### config.mk
export PLATFORM = sky130hd
export DESIGN_NAME = ahb_slave_mux_flat
export DESIGN_NICKNAME = d
export VERILOG_FILES = /design/src/rtl/ahb_pkg.sv /design/src/rtl/ahb_slave_mux_if.sv /design/src/rtl/ahb_default_slave.sv /design/src/rtl/ahb_slave_mux.sv /design/src/flat_wrapper.sv
export SDC_FILE = /design/constraint.sdc
export NUM_CORES = 1
export LEC_CHECK = 0
export BUFFER_PORTS_ARGS = -buffer_cell sky130_fd_sc_hd__buf_2
export CORE_MARGIN = 2
export CORE_UTILIZATION = 33
export CTS_CLUSTER_SIZE = 16
export DETAILED_ROUTE_END_ITERATION = 10
export PLACE_DENSITY = 0.95
export SYNTH_ARGS = -nofsm -noshare
export SYNTH_HDL_FRONTEND = slang
export SYNTH_SLANG_ARGS = --single-unit
### constraint.sdc
create_clock -name HCLK -period 2.1 [get_ports HCLK]
set_clock_uncertainty 0.1 [all_clocks]
set_input_delay 0.42 -clock HCLK [delete_from_list [all_inputs] [get_ports HCLK]]
set_output_delay 0.42 -clock HCLK [all_outputs]
set_load 0.1 [all_outputs]
### src/rtl/ahb_pkg.sv
// rtl/ahb_pkg.sv - shared AHB-Lite encodings, select indices and default-slave states
package ahb_pkg;

  localparam logic [1:0] TRANS_IDLE   = 2'b00;
  localparam logic [1:0] TRANS_BUSY   = 2'b01;
  localparam logic [1:0] TRANS_NONSEQ = 2'b10;
  localparam logic [1:0] TRANS_SEQ    = 2'b11;

  localparam logic HRESP_OKAY  = 1'b0;
  localparam logic HRESP_ERROR = 1'b1;

  localparam int SEL_S0  = 0;
  localparam int SEL_S1  = 1;
  localparam int SEL_S2  = 2;
  localparam int SEL_DEF = 3;

  typedef enum logic [1:0] {
    DS_IDLE = 2'b00,
    DS_ERR1 = 2'b01,
    DS_ERR2 = 2'b10
  } ds_state_t;

  // NONSEQ and SEQ are the only transfer types that demand a real response.
  function automatic logic trans_active(input logic [1:0] trans);
    return trans[1];
  endfunction

endpackage

### src/rtl/ahb_slave_mux_if.sv
// rtl/ahb_slave_mux_if.sv - decoder selects, slave responses and muxed master response
interface ahb_slave_mux_if #(
  parameter int DATA_WIDTH = 32
);

  logic                  HSEL0;
  logic                  HSEL1;
  logic                  HSEL2;
  logic                  HSELd;
  logic [1:0]            HTRANS;
  logic [DATA_WIDTH-1:0] HRDATA0;
  logic [DATA_WIDTH-1:0] HRDATA1;
  logic [DATA_WIDTH-1:0] HRDATA2;
  logic                  HREADYOUT0;
  logic                  HREADYOUT1;
  logic                  HREADYOUT2;
  logic                  HRESP0;
  logic                  HRESP1;
  logic                  HRESP2;
  logic [DATA_WIDTH-1:0] HRDATA;
  logic                  HREADY;
  logic                  HRESP;

  modport slave (
    input  HSEL0, HSEL1, HSEL2, HSELd, HTRANS,
    input  HRDATA0, HRDATA1, HRDATA2,
    input  HREADYOUT0, HREADYOUT1, HREADYOUT2,
    input  HRESP0, HRESP1, HRESP2,
    output HRDATA, HREADY, HRESP
  );

  modport master (
    output HSEL0, HSEL1, HSEL2, HSELd, HTRANS,
    output HRDATA0, HRDATA1, HRDATA2,
    output HREADYOUT0, HREADYOUT1, HREADYOUT2,
    output HRESP0, HRESP1, HRESP2,
    input  HRDATA, HREADY, HRESP
  );

endinterface

### src/rtl/ahb_default_slave.sv
// rtl/ahb_default_slave.sv - answers unmapped active transfers with a two-cycle ERROR
module ahb_default_slave
  import ahb_pkg::*;
(
  input  logic       HCLK,
  input  logic       HRESETn,
  input  logic       HSEL,
  input  logic [1:0] HTRANS,
  input  logic       HREADY,
  output logic       HREADYOUT,
  output logic       HRESP
);

  ds_state_t state;
  logic      accept;

  assign accept = HSEL & HREADY & trans_active(HTRANS);

  // Outputs are loaded together with the next state so they are pure register outputs.
  always_ff @(posedge HCLK or negedge HRESETn) begin
    if (!HRESETn) begin
      state     <= DS_IDLE;
      HREADYOUT <= 1'b1;
      HRESP     <= HRESP_OKAY;
    end else begin
      case (state)
        DS_IDLE: begin
          if (accept) begin
            state     <= DS_ERR1;
            HREADYOUT <= 1'b0;
            HRESP     <= HRESP_ERROR;
          end
        end
        DS_ERR1: begin
          state     <= DS_ERR2;
          HREADYOUT <= 1'b1;
          HRESP     <= HRESP_ERROR;
        end
        DS_ERR2: begin
          if (accept) begin
            state     <= DS_ERR1;
            HREADYOUT <= 1'b0;
            HRESP     <= HRESP_ERROR;
          end else begin
            state     <= DS_IDLE;
            HREADYOUT <= 1'b1;
            HRESP     <= HRESP_OKAY;
          end
        end
        default: begin
          state     <= DS_IDLE;
          HREADYOUT <= 1'b1;
          HRESP     <= HRESP_OKAY;
        end
      endcase
    end
  end

endmodule

### src/rtl/ahb_slave_mux.sv
// rtl/ahb_slave_mux.sv - data-phase response mux with built-in default slave
module ahb_slave_mux
  import ahb_pkg::*;
#(
  parameter int DATA_WIDTH        = 32,
  parameter int NO_OF_PERIPHERALS = 4
) (
  input  logic            HCLK,
  input  logic            HRESETn,
  ahb_slave_mux_if.slave  bus
);

  logic [NO_OF_PERIPHERALS-1:0] sel_q;
  logic [NO_OF_PERIPHERALS-1:0] sel_d;
  logic                         hready;
  logic                         hresp;
  logic [DATA_WIDTH-1:0]        hrdata;
  logic                         ds_ready;
  logic                         ds_resp;

  assign sel_d = {bus.HSELd, bus.HSEL2, bus.HSEL1, bus.HSEL0};

  // Selects are only meaningful at an accepted address phase; wait states freeze them.
  always_ff @(posedge HCLK or negedge HRESETn) begin
    if (!HRESETn) begin
      sel_q <= '0;
    end else if (hready) begin
      sel_q <= sel_d;
    end
  end

  ahb_default_slave u_default_slave (
    .HCLK      (HCLK),
    .HRESETn   (HRESETn),
    .HSEL      (bus.HSELd),
    .HTRANS    (bus.HTRANS),
    .HREADY    (hready),
    .HREADYOUT (ds_ready),
    .HRESP     (ds_resp)
  );

  // Fixed priority 0 > 1 > 2 > default resolves illegal multi-hot captures.
  always_comb begin
    hready = 1'b1;
    hresp  = HRESP_OKAY;
    hrdata = '0;
    if (sel_q[SEL_S0]) begin
      hready = bus.HREADYOUT0;
      hresp  = bus.HRESP0;
      hrdata = bus.HRDATA0;
    end else if (sel_q[SEL_S1]) begin
      hready = bus.HREADYOUT1;
      hresp  = bus.HRESP1;
      hrdata = bus.HRDATA1;
    end else if (sel_q[SEL_S2]) begin
      hready = bus.HREADYOUT2;
      hresp  = bus.HRESP2;
      hrdata = bus.HRDATA2;
    end else if (sel_q[SEL_DEF]) begin
      hready = ds_ready;
      hresp  = ds_resp;
    end
  end

  assign bus.HREADY = hready;
  assign bus.HRESP  = hresp;
  assign bus.HRDATA = hrdata;

endmodule

### src/flat_wrapper.sv
// flat-port wrapper written by rule: the top's interface ports become plain ports
module ahb_slave_mux_flat import ahb_pkg::*;
#(
  parameter int DATA_WIDTH        = 32,
  parameter int NO_OF_PERIPHERALS = 4
)
  (HCLK, HRESETn, bus_HSEL0, bus_HSEL1, bus_HSEL2, bus_HSELd, bus_HTRANS, bus_HRDATA0, bus_HRDATA1, bus_HRDATA2, bus_HREADYOUT0, bus_HREADYOUT1, bus_HREADYOUT2, bus_HRESP0, bus_HRESP1, bus_HRESP2, bus_HRDATA, bus_HREADY, bus_HRESP);
  ahb_slave_mux_if #(.DATA_WIDTH(DATA_WIDTH)) bus_i ();
  input  logic HCLK;
  input  logic HRESETn;
  input wire logic [$bits(bus_i.HSEL0)-1:0] bus_HSEL0;
  input wire logic [$bits(bus_i.HSEL1)-1:0] bus_HSEL1;
  input wire logic [$bits(bus_i.HSEL2)-1:0] bus_HSEL2;
  input wire logic [$bits(bus_i.HSELd)-1:0] bus_HSELd;
  input wire logic [$bits(bus_i.HTRANS)-1:0] bus_HTRANS;
  input wire logic [$bits(bus_i.HRDATA0)-1:0] bus_HRDATA0;
  input wire logic [$bits(bus_i.HRDATA1)-1:0] bus_HRDATA1;
  input wire logic [$bits(bus_i.HRDATA2)-1:0] bus_HRDATA2;
  input wire logic [$bits(bus_i.HREADYOUT0)-1:0] bus_HREADYOUT0;
  input wire logic [$bits(bus_i.HREADYOUT1)-1:0] bus_HREADYOUT1;
  input wire logic [$bits(bus_i.HREADYOUT2)-1:0] bus_HREADYOUT2;
  input wire logic [$bits(bus_i.HRESP0)-1:0] bus_HRESP0;
  input wire logic [$bits(bus_i.HRESP1)-1:0] bus_HRESP1;
  input wire logic [$bits(bus_i.HRESP2)-1:0] bus_HRESP2;
  output wire logic [$bits(bus_i.HRDATA)-1:0] bus_HRDATA;
  output wire logic [$bits(bus_i.HREADY)-1:0] bus_HREADY;
  output wire logic [$bits(bus_i.HRESP)-1:0] bus_HRESP;
  assign bus_i.HSEL0 = bus_HSEL0;
  assign bus_i.HSEL1 = bus_HSEL1;
  assign bus_i.HSEL2 = bus_HSEL2;
  assign bus_i.HSELd = bus_HSELd;
  assign bus_i.HTRANS = bus_HTRANS;
  assign bus_i.HRDATA0 = bus_HRDATA0;
  assign bus_i.HRDATA1 = bus_HRDATA1;
  assign bus_i.HRDATA2 = bus_HRDATA2;
  assign bus_i.HREADYOUT0 = bus_HREADYOUT0;
  assign bus_i.HREADYOUT1 = bus_HREADYOUT1;
  assign bus_i.HREADYOUT2 = bus_HREADYOUT2;
  assign bus_i.HRESP0 = bus_HRESP0;
  assign bus_i.HRESP1 = bus_HRESP1;
  assign bus_i.HRESP2 = bus_HRESP2;
  assign bus_HRDATA = bus_i.HRDATA;
  assign bus_HREADY = bus_i.HREADY;
  assign bus_HRESP = bus_i.HRESP;
  ahb_slave_mux #(.DATA_WIDTH(DATA_WIDTH), .NO_OF_PERIPHERALS(NO_OF_PERIPHERALS)) u_core (.HCLK(HCLK), .HRESETn(HRESETn), .bus(bus_i));
endmodule
==> flow_summary.yaml <==
setup_path:
  worstPathCellList: "buf_4 -> inv_2 -> and3_1 -> a21oi_2 -> o21ai_4 -> buf_12"
  reg2reg_slack_ps: 350
  endpoint_kind: "output port"
  worst_setup_path_start_kind: "register"
  crit_required_ps: 1580
  cpMaxStageDelayCell: "dfrtp_1"
  timing.critical_path.arrival_ps: 1570
  reg2reg_to: "u_core.sel_q[3]"
  critPathKind: "reg2out"
  crit_start: "u_core.sel_q[1]"
  path_max_fanout: 15
  critical_path.max_stage_delay_ps: 410
  worst_r2r_start: "u_core.sel_q[1]"
  reg2regPathDepth: 6
hold_path:
  hold_path_startpoint: "bus_HSEL2"
  timing.hold.worst.class: "in2reg"
  worstHoldPathCells: 2
  hold_worst_path_end: "u_core.sel_q[2]"
timing:
  setup_ws_final_ps: 11.25
  timing_max_transition_violations_final: 0
  setup_viol: 0
  slew_headroom: 0.7992
  timing.final.hold_violations: 0
  rsz_0062_raised_after_global_routing: "yes"
  fin_worst_hold_slack_ps: 304.6
  min_period_ps: 2089
  max_freq_mhz: 478.8
  fin_crit_sh: 0.9946
  transition_time_of_the_tightest_slew_check_pin_ps: 301.1
synthesis:
  synth_compound_area_frac: 0.4926
  synth_cell_types: 26
  ys_top_cells_by_area: "a22oi_1, dfrtp_1, o21ai_0"
  xor_and_xnor_fraction_of_the_mapped_netlist_area: 0
  postSynthRegisterBits: 8
  ys_warn_count: 0
  synth_largest_type_area_fraction: 0.2296
  synth_fa_ha_area_frac: 0
  postSynth.topFlopCell: "dfrtp_1"
  synth_nets: 258
  synth_top_family_by_area: "compound AO/OA/AOI/OAI gates"
  synth_edf_count: 0
  post_synth_mux_area_share: 0.04444
  synthesis.area_per_instance_sq_um: 6.848
  syn_area_sq_um: 1013
  synth_simple_gate_area_share: 0.1864
  syn_inst: 148
  synth_top_cell_by_area: "a22oi_1"
  synth-async-reset-ratio: 1.000
  post_synthesis_sequential_area_ratio: 0.1988
finish:
  most-common-layout-cells: "buf_2, nand2_1, buf_12"
  filler_cell_count: 153
  final_util: 0.8580
  design.final.nets: 399
  antenna-diode-count: 0
  commonest_non_fill_non_tap_cell_in_the_layout: "buf_2"
  post_route_cells_drive_above_1_share: 0.6806
  syn2layout_area_growth_pct: 152.1
clock_network:
  cts_buffers: 3
  clock_tree.root_cell: "clkbuf_4"
  cts.clk_slew.worst_paths_ps: 50
  clock_sink_count: 8
  cts.path.max_buffers: 2
  h-tree-depth: 1
  tritoncts: "built"
  clkLatencyLatePin_ps: 250
global_route:
  global_route.overflow_total: 0
  grt_usage: 0.2732
  antenna_found_initial: 0
  grt_first_pass_wirelength_microns: 7362
  grt_max_degree: 34
  via_count_of_the_first_global_routing_pass: 1629
die:
  core_area_sq_um: 2978
  die_h_microns: 59.42
  fp-row-count: 20
  i_o_pin_count: 144
  horiz_die_dim_microns: 59.42
  full_die_area_sq_um: 3530
  floorplan.initialDensity: 0.3403
status:
  outcome: "completed"
pwr:
  report.power.total_mw: 4.964
  switching_share: 0.6222
  p_per_area_nw_per_um2: 1943
  p_seq_frac: 0.063
  internal-power_mw: 1.875
  p_leak_nw: 1.254
  power.share.clock: 0.025
  switching_power_total_mw: 3.089
  vdd_drop_max_mv: 1.255
  comb_power_share: 0.912
place:
  dp_worst_setup_slack_ps: 227.9
  buffer_ports.inserted: 142
  finalWeightedCongestion: 0.7273
  dp.final_hpwl_microns: 4146
job:
  timing.max_cap.violations: 0
route:
  route.final.wire_length_microns: 4956
  dr.pass1.iters: 4
  detail_route.iter0.violations: 118
  drc: 0
  wire_per_inst_microns: 15.44
  ant_nets: 0
  detail_route.vias_per_cell: 5.389
  routed-via-count: 1730
## through the flow
stage                     TNS (ps)  std cells  instance area, sq um
after floorplan              -3427        148                  1227
after global placement           0        316                  2507
after detailed placement         0        316                  2507
after CTS                        0        321                  2547
after global routing        -65.12        321                  2555
final                            0        321                  2555
## logic make-up after synthesis
group / after synthesis
simple gates: 45
flops: 8
buf+inv: 17
compound gates: 75
mux: 3
## critical path, delay by kind of cell, from the launching register on
family	cells	cell delay (ps)
DFF	1	410
buffers and inverters	3	500
and+or+nand+nor	1	200
AOI/OAI and AO/OA	2	210
## power groups by stage
stage,clock [mW],combinational (mW),sequential (mW)
final,0.123,4.53,0.314
after CTS,0.126,4.53,0.311
after floorplan,0,3.03,0.266
after detailed placement,0,4.51,0.312
after global placement,0,4.43,0.307
after global routing,0.138,4.69,0.325
## timing repair
item	4_1_cts	5_1_grt
setup buffers	0	0
endpoints found under the hold margin	7	0
endpoints found under the setup margin	1	18
hold buffers	1	0
pin swaps	0	0
gates resized for setup	1	3
## cell usage after synthesis, drive strengths merged (2+ instances only)
cell and number:
a22oi 31, nand2 36, mux2 3, buf 7, a21oi 4, clkbuf 8, nor2b 2, nor2 2
inv 2, o21ai 35, dfrtp 7
## layout make-up
type	count	area, sq um	area share
Inverter	2	7.507	0.002938
Tap cell	33	41.29	0.01616
Clock buffer	4	26.28	0.01028
Timing Repair Buffer	151	1324	0.5181
Multi-Input combinational cell	123	950.9	0.3722
Sequential cell	8	205.2	0.08031
## worst max path at each step
stage                     endpoint  cells past startpoint
CTS                 bus_HRDATA[28]                      6
finish              bus_HRDATA[28]                      6
global placement    bus_HRDATA[28]                      6
global route        bus_HRDATA[28]                      6
detailed placement  bus_HRDATA[28]                      6
floorplan            bus_HRDATA[0]                      4
## flip-flops by register name, summed over array words and instances (netlist names)
name	count
u_core.u_default_slave.HREADYOUT	1
u_core.u_default_slave.state	2
u_core.u_default_slave.HRESP	1
u_core.sel_q	4
## per-layer routing
metal	global-route usage	wire, microns
met1	0.2791	1690
met2	0.5573	2781
met3	0.04148	372
met4	0.07143	111
met5	0	0
Note: power is estimated with default switching activity, not from simulation.
